`config.mk`:
```
export PLATFORM = sky130hd
export DESIGN_NAME = mult_op_sequencer_flat
export DESIGN_NICKNAME = d
export VERILOG_FILES = /design/src/rtl/mult_op_sequencer_if.sv /design/src/rtl/mult_op_sequencer.sv /design/src/flat_wrapper.sv
export SDC_FILE = /design/constraint.sdc
export NUM_CORES = 1
export LEC_CHECK = 0
export CORE_MARGIN = 2
export CORE_UTILIZATION = 40
export DETAILED_ROUTE_END_ITERATION = 12
export PLACE_DENSITY = 0.74
export SLEW_MARGIN = 20
export SYNTH_ARGS = -nofsm -noshare
export SYNTH_HDL_FRONTEND = slang
export SYNTH_SLANG_ARGS = --single-unit
```
`constraint.sdc`:
```
create_clock -name clk -period 4.9 [get_ports clk]
set_input_delay 1.47 -clock clk [delete_from_list [all_inputs] [get_ports clk]]
set_output_delay 1.47 -clock clk [all_outputs]
set_load 0.01 [all_outputs]
```
`src/rtl/mult_op_sequencer_if.sv`:
```
// Byte-stream, adder-operand and result-handshake signals of the multiplier carry-save stage sequencer.
// The sequencer connects through the slave modport. Its environment (receiver, adder, transmitter) uses the master modport.
interface mult_op_sequencer_if;
    logic [7:0] rx_data;
    logic       rx_valid;
    logic [7:0] op_a;
    logic [4:0] op_b;
    logic [7:0] sum_in;
    logic [7:0] tx_data;
    logic       tx_valid;
    logic       tx_ready;
    logic       busy;
    logic       err_drop;

    modport slave (
        input  rx_data, rx_valid, sum_in, tx_ready,
        output op_a, op_b, tx_data, tx_valid, busy, err_drop
    );

    modport master (
        output rx_data, rx_valid, sum_in, tx_ready,
        input  op_a, op_b, tx_data, tx_valid, busy, err_drop
    );
endinterface

```
`src/rtl/mult_op_sequencer.sv`:
```
// Assembles an operand pair from received bytes and drives it into the carry-save adder.
// Captures the adder result after LAT cycles and offers it on a valid/ready handshake.
module mult_op_sequencer #(
    parameter int LAT     = 1,
    parameter int TIMEOUT = 255
) (
    input  logic                  clk,
    input  logic                  rst,
    mult_op_sequencer_if.slave    bus
);

    localparam logic [1:0] IDLE  = 2'd0;
    localparam logic [1:0] GOT_A = 2'd1;
    localparam logic [1:0] EXEC  = 2'd2;
    localparam logic [1:0] HOLD  = 2'd3;

    localparam logic [15:0] TO_LAST = 16'(TIMEOUT - 1);
    localparam logic [3:0]  LAT_LAST = 4'(LAT);

    logic [1:0]  state_q,    state_d;
    logic [7:0]  a_hold_q,   a_hold_d;
    logic [7:0]  op_a_q,     op_a_d;
    logic [4:0]  op_b_q,     op_b_d;
    logic [7:0]  tx_data_q,  tx_data_d;
    logic        tx_valid_q, tx_valid_d;
    logic        err_q,      err_d;
    logic [15:0] to_cnt_q,   to_cnt_d;
    logic [3:0]  lat_cnt_q,  lat_cnt_d;

    always_comb begin
        // NOTE: every signal gets its hold value first so no path through the case infers a latch.
        state_d    = state_q;
        a_hold_d   = a_hold_q;
        op_a_d     = op_a_q;
        op_b_d     = op_b_q;
        tx_data_d  = tx_data_q;
        tx_valid_d = tx_valid_q;
        err_d      = 1'b0;
        to_cnt_d   = to_cnt_q;
        lat_cnt_d  = lat_cnt_q;

        case (state_q)
            IDLE: begin
                if (bus.rx_valid) begin
                    a_hold_d = bus.rx_data;
                    to_cnt_d = '0;
                    state_d  = GOT_A;
                end
            end
            GOT_A: begin
                // A byte arriving in the expiry cycle still completes the pair.
                if (bus.rx_valid) begin
                    op_a_d    = a_hold_q;
                    op_b_d    = bus.rx_data[4:0];
                    lat_cnt_d = 4'd1;
                    state_d   = EXEC;
                end else if (to_cnt_q == TO_LAST) begin
                    err_d   = 1'b1;
                    state_d = IDLE;
                end else begin
                    to_cnt_d = to_cnt_q + 16'd1;
                end
            end
            EXEC: begin
                err_d = bus.rx_valid;
                if (lat_cnt_q == LAT_LAST) begin
                    tx_data_d  = bus.sum_in;
                    tx_valid_d = 1'b1;
                    state_d    = HOLD;
                end else begin
                    lat_cnt_d = lat_cnt_q + 4'd1;
                end
            end
            HOLD: begin
                err_d = bus.rx_valid;
                if (tx_valid_q && bus.tx_ready) begin
                    tx_valid_d = 1'b0;
                    state_d    = IDLE;
                end
            end
            default: state_d = IDLE;
        endcase
    end

    // NOTE: state registers use non-blocking assignments so all of them update together on the edge.
    always_ff @(posedge clk or posedge rst) begin
        if (rst) begin
            state_q    <= IDLE;
            a_hold_q   <= '0;
            op_a_q     <= '0;
            op_b_q     <= '0;
            tx_data_q  <= '0;
            tx_valid_q <= 1'b0;
            err_q      <= 1'b0;
            to_cnt_q   <= '0;
            lat_cnt_q  <= '0;
        end else begin
            state_q    <= state_d;
            a_hold_q   <= a_hold_d;
            op_a_q     <= op_a_d;
            op_b_q     <= op_b_d;
            tx_data_q  <= tx_data_d;
            tx_valid_q <= tx_valid_d;
            err_q      <= err_d;
            to_cnt_q   <= to_cnt_d;
            lat_cnt_q  <= lat_cnt_d;
        end
    end

    assign bus.op_a     = op_a_q;
    assign bus.op_b     = op_b_q;
    assign bus.tx_data  = tx_data_q;
    assign bus.tx_valid = tx_valid_q;
    assign bus.busy     = (state_q != IDLE);
    assign bus.err_drop = err_q;

endmodule

```
`src/flat_wrapper.sv`:
```
// flat-port wrapper written by rule: the top's interface ports become plain ports
module mult_op_sequencer_flat 
#(
    parameter int LAT     = 1,
    parameter int TIMEOUT = 255
)
  (clk, rst, bus_rx_data, bus_rx_valid, bus_sum_in, bus_tx_ready, bus_op_a, bus_op_b, bus_tx_data, bus_tx_valid, bus_busy, bus_err_drop);
  mult_op_sequencer_if bus_i ();
  input  logic clk;
  input  logic rst;
  input wire logic [$bits(bus_i.rx_data)-1:0] bus_rx_data;
  input wire logic [$bits(bus_i.rx_valid)-1:0] bus_rx_valid;
  input wire logic [$bits(bus_i.sum_in)-1:0] bus_sum_in;
  input wire logic [$bits(bus_i.tx_ready)-1:0] bus_tx_ready;
  output wire logic [$bits(bus_i.op_a)-1:0] bus_op_a;
  output wire logic [$bits(bus_i.op_b)-1:0] bus_op_b;
  output wire logic [$bits(bus_i.tx_data)-1:0] bus_tx_data;
  output wire logic [$bits(bus_i.tx_valid)-1:0] bus_tx_valid;
  output wire logic [$bits(bus_i.busy)-1:0] bus_busy;
  output wire logic [$bits(bus_i.err_drop)-1:0] bus_err_drop;
  assign bus_i.rx_data = bus_rx_data;
  assign bus_i.rx_valid = bus_rx_valid;
  assign bus_i.sum_in = bus_sum_in;
  assign bus_i.tx_ready = bus_tx_ready;
  assign bus_op_a = bus_i.op_a;
  assign bus_op_b = bus_i.op_b;
  assign bus_tx_data = bus_i.tx_data;
  assign bus_tx_valid = bus_i.tx_valid;
  assign bus_busy = bus_i.busy;
  assign bus_err_drop = bus_i.err_drop;
  mult_op_sequencer #(.LAT(LAT), .TIMEOUT(TIMEOUT)) u_core (.clk(clk), .rst(rst), .bus(bus_i));
endmodule
```
Word level (Yosys, flattened, before mapping)
Cells that the tools add are included.
{ "word_totals": {"regBits": 53, "in_bits": 20, "elab_cells": 57} }
{ "classes": {"addsub": 2, "n_eq_ne": 13, "mux": 19, "n_reduce_logical": 14} }
{ "op_table": {"columns": ["op", "n"], "rows": [
  ["$mux 16", 3],
  ["$pmux 16 s2", 1],
  ["$add 16x1->16 const B", 1],
  ["$eq 16x8->1 const B", 1],
  ["$mux 2", 5],
  ["$ne 2x2->1 const B", 5],
  ["$mux 4", 2],
  ["$pmux 2 s4", 1],
  ["$pmux 4 s2", 1],
  ["$reduce_and 4->1", 2],
  ["$reduce_bool 2->1", 4],
  ["$reduce_and 2->1", 3],
  ["$reduce_and 3->1", 2],
  ["$add 4x1->4 const B", 1],
  ["$eq 2x2->1 const B", 2],
  ["$eq 4x1->1 const B", 1],
  ["$mux 1", 4],
  ["$ne 2x1->1 const B", 2],
  ["$pmux 1 s2", 2],
  ["$ne 3x2->1 const B", 1],
  ["$eq 2x1->1 const B", 1],
  ["$logic_not 2->1", 1],
  ["$reduce_or 2->1", 1],
  ["$logic_and 1x1->1", 1]
]} }

Depth between registers and ports, before layout
{ "logic_depth": {"depth_word": 4, "mapped_depth": 8} }

Worst setup path before layout
Ideal clock, no wire load.
{ "synth_path": {"kind": "input-to-reg", "from": "input port bus_rx_valid", "to": "register u_core.to_cnt_q[15]", "setup_time_ns": 0.126, "arrival_time_ns": 2.504, "t_required_ns": 4.774, "slack_ns": 2.270, "stages": 4, "n_path_buf": 1, "cell_sequence": "or3b_1 > clkbuf_1 > a21boi_2 > a221o_1"} }
{ "synth_via": {"elab_chain_cells": 2, "elab_cells_between_ends": 3} }
{ "synth_lines": {"columns": ["item", "line", "rtl"], "rows": [
  ["start: declaration", "flat_wrapper.sv:12", "input wire logic [$bits(bus_i.rx_valid)-1:0] bus_rx_valid;"],
  ["$ne 2x2->1 (no line)", null, null],
  ["$reduce_and 4->1 (no line) (*)", null, null],
  ["end signal: assignment", "mult_op_sequencer.sv:105", "to_cnt_q <= to_cnt_d;"],
  ["end: declaration", "mult_op_sequencer.sv:27", "logic [15:0] to_cnt_q, to_cnt_d;"]
]} }
Every way passes the cells marked *; elsewhere a longest branch is shown, timed or not.
A chain may end at the register's enable or synchronous reset.

Worst setup path in the final report
{ "layout_path": {"from": "input port bus_rx_valid", "to": "register u_core.to_cnt_q[0]"} }
The elaborated chain is that of the path after synthesis.

==> metrics.txt <==
maximum net fanout on the critical path=13; Reg-to-Reg Start=u_core.to_cnt_q[0]; Std-Cell Rows=28; Reg area=1326 um^2; CTS tree=done; H-tree Lvls=2; relative slew slack=42.22%; initial antenna violation count=0; Yosys top cell area share=52.82%; Synth area leader=dfrtp_1; Tcrit/Tclk final=66.81%; worst setup path start=bus_rx_valid; Post-CTS Setup Bufs=0; main flop type after synthesis=dfrtp_1; # IOs=44; antenna cell count=0; CTS sink count=53; status=finished clean; Chip Height=83.24 um; vias per inst=5.457; core area=5991 um^2; ANT nets after route=0; drt first pass iters=4; Critical R2R Capture=u_core.to_cnt_q[15]; Worst setup SP type=input pin; reg-to-reg setup timing slack=2.47 ns; Max-cap violations=0; final instance area=3094 um^2; clk_skew=0.009668 ns; fillcell total=512; DR iter-0 viols=137; Power Total=1620 uW; die area=6928 um^2; CTS-repair resized insts=0; asr flop ratio synth=100.0%; layout cells sized above 1=19.76%; CP required=5.15 ns; Syn Nets=233; final setup violation count=0; GRT overflow=0; Clock Latency Late Sink=0.32 ns; clk buf depth=2; Finished Layout Cells=328; RSZ-0062 raised after global routing=false; Inst Count DP=320; via count=1790; reg2reg path depth=6; worst min path class=flop to flop; final cell utilization of the core=51.65%; Total Neg Setup Slack=0 ns; starting density of the core=41.92%; worst setup path class=input pin to flop; sequential area share after synthesis=52.82%; post-DR wirelength/cell=14.73 um; multi-input logic area=1122 um^2; DRC viols=0; Syn Inst Count=209; first-pass GRT wire length=8.838 mm; largest net degree at the start of global routing=48; Post-DP HPWL=3.436 mm; # nets final=276; vias in the first global route=1818; routability cong.=0.8012; Area growth, synth to finish=23.22%; Final Hold Fails=0; number of synthesized flops with an enable pin=0; chip width=83.24 um; LEAKAGE=0.001284 uW; max frequency=0.3055 GHz; Final Max Tran Viols=0; worst hold stages=1; WL final=4.831 mm; placed instance area=2999 um^2; clk root buf=clkbuf_8; min-delay src=u_core.a_hold_q[1]; CTS Buf Count=5; PortBufs=43; Synth area leaders=dfrtp_1, mux2_2, nand2_1; crit path DAT=3.52 ns; CTS Hold Bufs=0; CP Capture Type=flop; Synth cell types=43; Hold Path Sink=u_core.bus.op_a[1]; Ys Warns=0; Worst IR Drop VDD=0.3166 mV; synthesized area=2511 um^2; min cycle time layout=3.274 ns; All-Layer GR Usage=15.44%; syn_area_per_cell=12.02 um^2; actual slew at the worst max-slew pin=0.8635 ns; #FFs+latches synth=53; Pwr per Cell Area=523.5 nW/um^2; clock transition at the registers of the reported paths=0.10 ns
registers in the layout, summed over array words and instances (netlist names), named ones only:
register / flops
u_core.bus.op_a: 8
u_core.bus.tx_valid: 1
u_core.state_q: 1
u_core.to_cnt_q: 16
u_core.bus.err_drop: 1
u_core.bus.tx_data: 8
u_core.lat_cnt_q: 4
u_core.bus.op_b: 5
u_core.a_hold_q: 8
per-layer routing:
layer	track usage, %	up-vias	routed length [um]
li1	-	869	-
met1	21.30	877	2227
met2	24.63	36	2353
met3	2.883	8	195
met4	4.918	0	55
met5	0	-	0
worst max-delay path, stage by stage:
cell	delay, ns
clkdlybuf4s50_1	0.47
nor2_1	0.21
nand2_1	0.32
nor2_1	0.76
mux2_2	0.29
cells in the final DEF, fill, tap and decap left out, drive strengths merged, types with 4 or more instances in the layout:
cell type / n
inv: 6
dfrtp: 53
nor3: 9
and2: 6
a221o: 7
clkdlybuf4s50: 43
mux2: 31
nand2: 19
nand4: 5
ha: 4
nand3: 12
mux2i: 6
and4: 4
nor4: 9
clkbuf: 5
cells in the mapped netlist (all sizes together), types with 2 or more instances:
cell type,number
mux2i,6
nand4,5
o21ai,3
nor2,3
nand2,19
or2,2
a22o,2
inv,5
and2,6
a221o,7
mux2,31
buf,4
nor3,9
or3b,2
clkbuf,4
a211o,2
nand3,12
and4,4
dfrtp,53
ha,4
nor4,9
xnor2,3
or4,2
power by group:
| part | switching [uW] | leakage (uW) | total (uW) | internal (uW) |
|---|---|---|---|---|
| Clock | 151 | 0.0000452 | 255 | 104 |
| Sequential | 123 | 0.000662 | 725 | 602 |
| Combinational | 259 | 0.000576 | 640 | 381 |
| Total | 533 | 0.00128 | 1620 | 1090 |
how the worst max path moves through the flow:
stage	depth (start not counted)	slack (ns)	end
after floorplan	1	2.14	async pin
after global placement	5	1.38	u_core.to_cnt_q[0]
after detailed placement	5	1.35	u_core.to_cnt_q[0]
after CTS	5	1.67	u_core.to_cnt_q[0]
after global routing	5	1.45	u_core.to_cnt_q[13]
final	5	1.63	u_core.to_cnt_q[0]
cells by family after synthesis:
logic type,count (synthesis),share of synthesized area [%]
AOI/OAI and AO/OA,18,6.179
xor gates and xnor gates,4,1.395
adders and majority gates,4,1.993
buffers and inverters,13,2.491
DFF,53,52.82
muxes,37,16.29
and+or+nand+nor,80,18.83
metrics by stage:
stage                     hold slack [ns]  worst slack (ns)
final                              0.5054             1.626
after global routing               0.5181             1.452
after global placement             0.4821             1.381
after detailed placement           0.4916             1.350
after floorplan                    0.4749             2.144
after CTS                          0.5117             1.671
cell type report:
| type | instances | area share (%) |
|---|---|---|
| tap | 75 | 3.033 |
| clock inverter | 3 | 0.8087 |
| multi-input combinational | 143 | 36.27 |
| timing repair buffer | 44 | 14.15 |
| sequential | 53 | 42.86 |
| clock buffer | 5 | 2.224 |
| inverter | 5 | 0.6470 |
(Power assumes the default switching activity.)
==> edit: new RTL, same settings <==
Take the reset off `op_a_q` and load it in a clocked block of its own.
--- a/src/rtl/mult_op_sequencer.sv
+++ b/src/rtl/mult_op_sequencer.sv
@@ -87,7 +87,6 @@
         if (rst) begin
             state_q    <= IDLE;
             a_hold_q   <= '0;
-            op_a_q     <= '0;
             op_b_q     <= '0;
             tx_data_q  <= '0;
             tx_valid_q <= 1'b0;
@@ -97,7 +96,6 @@
         end else begin
             state_q    <= state_d;
             a_hold_q   <= a_hold_d;
-            op_a_q     <= op_a_d;
             op_b_q     <= op_b_d;
             tx_data_q  <= tx_data_d;
             tx_valid_q <= tx_valid_d;
@@ -105,6 +103,10 @@
             to_cnt_q   <= to_cnt_d;
             lat_cnt_q  <= lat_cnt_d;
         end
+    end
+
+    always_ff @(posedge clk) begin
+        op_a_q <= op_a_d;
     end
 
     assign bus.op_a     = op_a_q;
Function: differs if rst is asserted again (counterexample within 4 cycles, from zero or initial values and one cycle with rst high); with rst held inactive, the same outputs for 10 cycles.
==> edit against the original RTL <==
  * Synthesized cell count is 10% higher
  * Worst setup slack worse by 0.13 ns
  * Cell area is 1.8% lower
  * Clock skew is 0.0038 ns higher
  * Critical path type unchanged
  * Total power is 0.95% lower
  * Sequential cell count stayed put
  * Routed wire length is 3.1% higher
  * Synthesized area is 3.3% lower
  * Largest cell class unchanged
==> edit: results (changes against the original RTL) <==
** GRT
- Global-route wire length before repair :: 8473 um (-4.1%)
- The largest net degree at the start of global routing is 46 (-4.2%).
- The total track usage came to 16.41% (+0.96 points).
- Via count of the first global-routing pass :: 1825 (+0.39%)
- The number of antenna violations at the first check in global routing came to 0 (unchanged).

** Placed design
- Port Buffers :: 43 (unchanged)
- The standard cell area after detailed placement came to 2939 um2 (-2.0%).
- The final RePlAce weighted congestion came to 0.8517 (+6.3%).
- The HPWL after detailed placement is 3429 um (-0.21%).

** Worst hold path
- The min-delay analysis places its worst path in the category reg -> reg.
- Hold Crit Start :: u_core.a_hold_q[7]$_DFFE_PP0P_
- Destination of the worst hold path :: u_core.bus.op_a[7]$_DFFE_PP_
- The instance count along the most critical hold path came to 0 (-1).

** Setup path
- Worst r2r src :: u_core.state_q[0]$_DFFE_PP0P_
- The largest fanout of any net on the critical path came to 13 (unchanged).
- Setup slack on the worst reg-to-reg path comes out at roughly 2.5 ns.
- Worst Reg-to-Reg Cells :: 4 (-2)
- Reg-to-reg critical path endpoint :: u_core.to_cnt_q[0]$_DFFE_PP0P_

** Clock tree
- Worst-path clk slew :: 0.09 ns
- Worst skew pair latency :: 0.31 ns
- Maximum clock path buffer count :: 2 (unchanged)
- The maximum level of the CTS H-tree was 2 (unchanged).
- Total clock buffers created by CTS :: 5 (unchanged)
- Clock Root Buffer :: sky130_fd_sc_hd__clkbuf_8

** Finish
- The final-layout fill cell count was 557 (+8.8%).
- The number of flip-flops in the largest register came to 16 (unchanged).
- The fraction of final layout cells sized beyond drive strength 1 came to 7.971% (-12 points).
- More flip-flops sit in one register than any other, and that register is u_core.to_cnt_q.
- The count of antenna diodes in the layout is 0 (unchanged).
- The number of nets in the layout was 299 (+8.3%).

** Status
- Result of the run :: finished clean

** Pwr
- The maximum resistive drop on vdd is 0.0003693 V (+17%).
- The leakage power total is 0.001272 uW (-0.93%).

** Yosys
- Sequential share of the synthesized area :: 56.26% (+3.4 points)
- Top cell types by occurrence after synthesis :: sky130_fd_sc_hd__nand2_1, sky130_fd_sc_hd__dfrtp_1, sky130_fd_sc_hd__nor3_1
- Async S/R FF share, synth :: 84.91% (-15 points)
- The post-synthesis net count is 254 (+9.0%).
- Sorting the synthesized cells by area gives the leading types as sky130_fd_sc_hd__dfrtp_1, sky130_fd_sc_hd__edfxtp_1, sky130_fd_sc_hd__nand2_1, sky130_fd_sc_hd__mux2_2, sky130_fd_sc_hd__a221o_1.
- Warnings from Yosys :: 0 (unchanged)
- Count of different cell masters after synthesis :: 35 (-19%)
- The number of flops mapped to enable cells by yosys was 8 (+8).
- Dominant register cell in the synthesized netlist :: sky130_fd_sc_hd__dfrtp_1

** STA
- The worst slew margin relative to its limit came to 34.62% (-7.6 points).
- Largest clock skew in the final design :: 0.01350 ns (+0.003835 ns)

** Drt
- Violation count after the first detailed-routing iteration :: 170 (+24%)
- DRC Markers :: 0 (unchanged)
- The overall routed net length came to 4979 um (+3.1%).
- The number of optimization iterations in the first detailed-route pass was 4 (unchanged).
- Average vias per placed instance :: 5.373 (-1.5%)
edit: changes by cell type after synthesis, sizes merged, moves of 3 or more:
cell | unedited run | this run
dfrtp | 53 | 45
edfxtp | 0 | 8
nor2 | 3 | 9
and2 | 6 | 3
mux2 | 31 | 9
or3 | 0 | 3
nor3 | 9 | 12
a21oi | 0 | 4
nand2 | 19 | 54
edit: area by class of cell:
class / count / area, um2 / share of cell area, %
Multi-Input combinational cell: 163 / 1007 / 33.16
Tap cell: 75 / 93.84 / 3.089
Sequential cell: 53 / 1366 / 44.98
Clock inverter: 2 / 16.27 / 0.5354
Clock buffer: 6 / 82.58 / 2.718
Inverter: 7 / 26.28 / 0.8649
Timing Repair Buffer: 45 / 445.4 / 14.66
edit: critical path, stage by stage:
cell	delay, ns
sky130_fd_sc_hd__clkdlybuf4s50_1	0.51
sky130_fd_sc_hd__or3_1	0.54
sky130_fd_sc_hd__nor2_1	0.82
sky130_fd_sc_hd__mux2_2	0.29
edit: worst max path at each step:
| stage | startpoint | to | slack, ns |
|---|---|---|---|
| after global routing | bus_rx_valid | u_core.to_cnt_q[15]$_DFFE_PP0P_ | 1.35 |
| final | bus_rx_valid | u_core.to_cnt_q[0]$_DFFE_PP0P_ | 1.50 |
| after floorplan | rst | async pin | 2.37 |
| after CTS | bus_rx_valid | u_core.to_cnt_q[0]$_DFFE_PP0P_ | 1.52 |
| after detailed placement | bus_rx_valid | u_core.to_cnt_q[0]$_DFFE_PP0P_ | 1.20 |
| after global placement | bus_rx_valid | u_core.to_cnt_q[0]$_DFFE_PP0P_ | 1.24 |
edit: logic make-up (layout without fill, tap and decap cells):
kind of cell,Yosys count,in the layout,share of synthesized area [%]
mux,15,15,6.646
flops,53,53,56.26
buf+inv,14,60,2.267
compound gates,23,23,7.831
simple gates,118,118,23.85
fa+ha+maj,4,4,2.061
xor+xnor,3,3,1.082
edit: per-stage QoR:
step	std cells	setup slack, ns	hold WS [ns]
floorplan	230	2.371	0.4248
global placement	343	1.240	0.4319
detailed placement	343	1.196	0.4391
CTS	351	1.516	0.4636
global route	351	1.350	0.4769
finish	351	1.499	0.4628
edit: per-layer routing:
layer	track usage, %	routed length (um)	vias up	part of all wire, %
li1	-	-	923	-
met1	22.17	2244	898	45
met2	26.75	2398	57	48
met3	3.516	253	8	5.1
met4	4.500	82	0	1.6
met5	0	0	-	0
edit: report_power, final:
part / total [uW] / internal [uW] / switching (uW)
clock: 258 / 116 / 142
sequential: 768 / 621 / 147
combinational: 578 / 303 / 275
total: 1600 / 1040 / 564
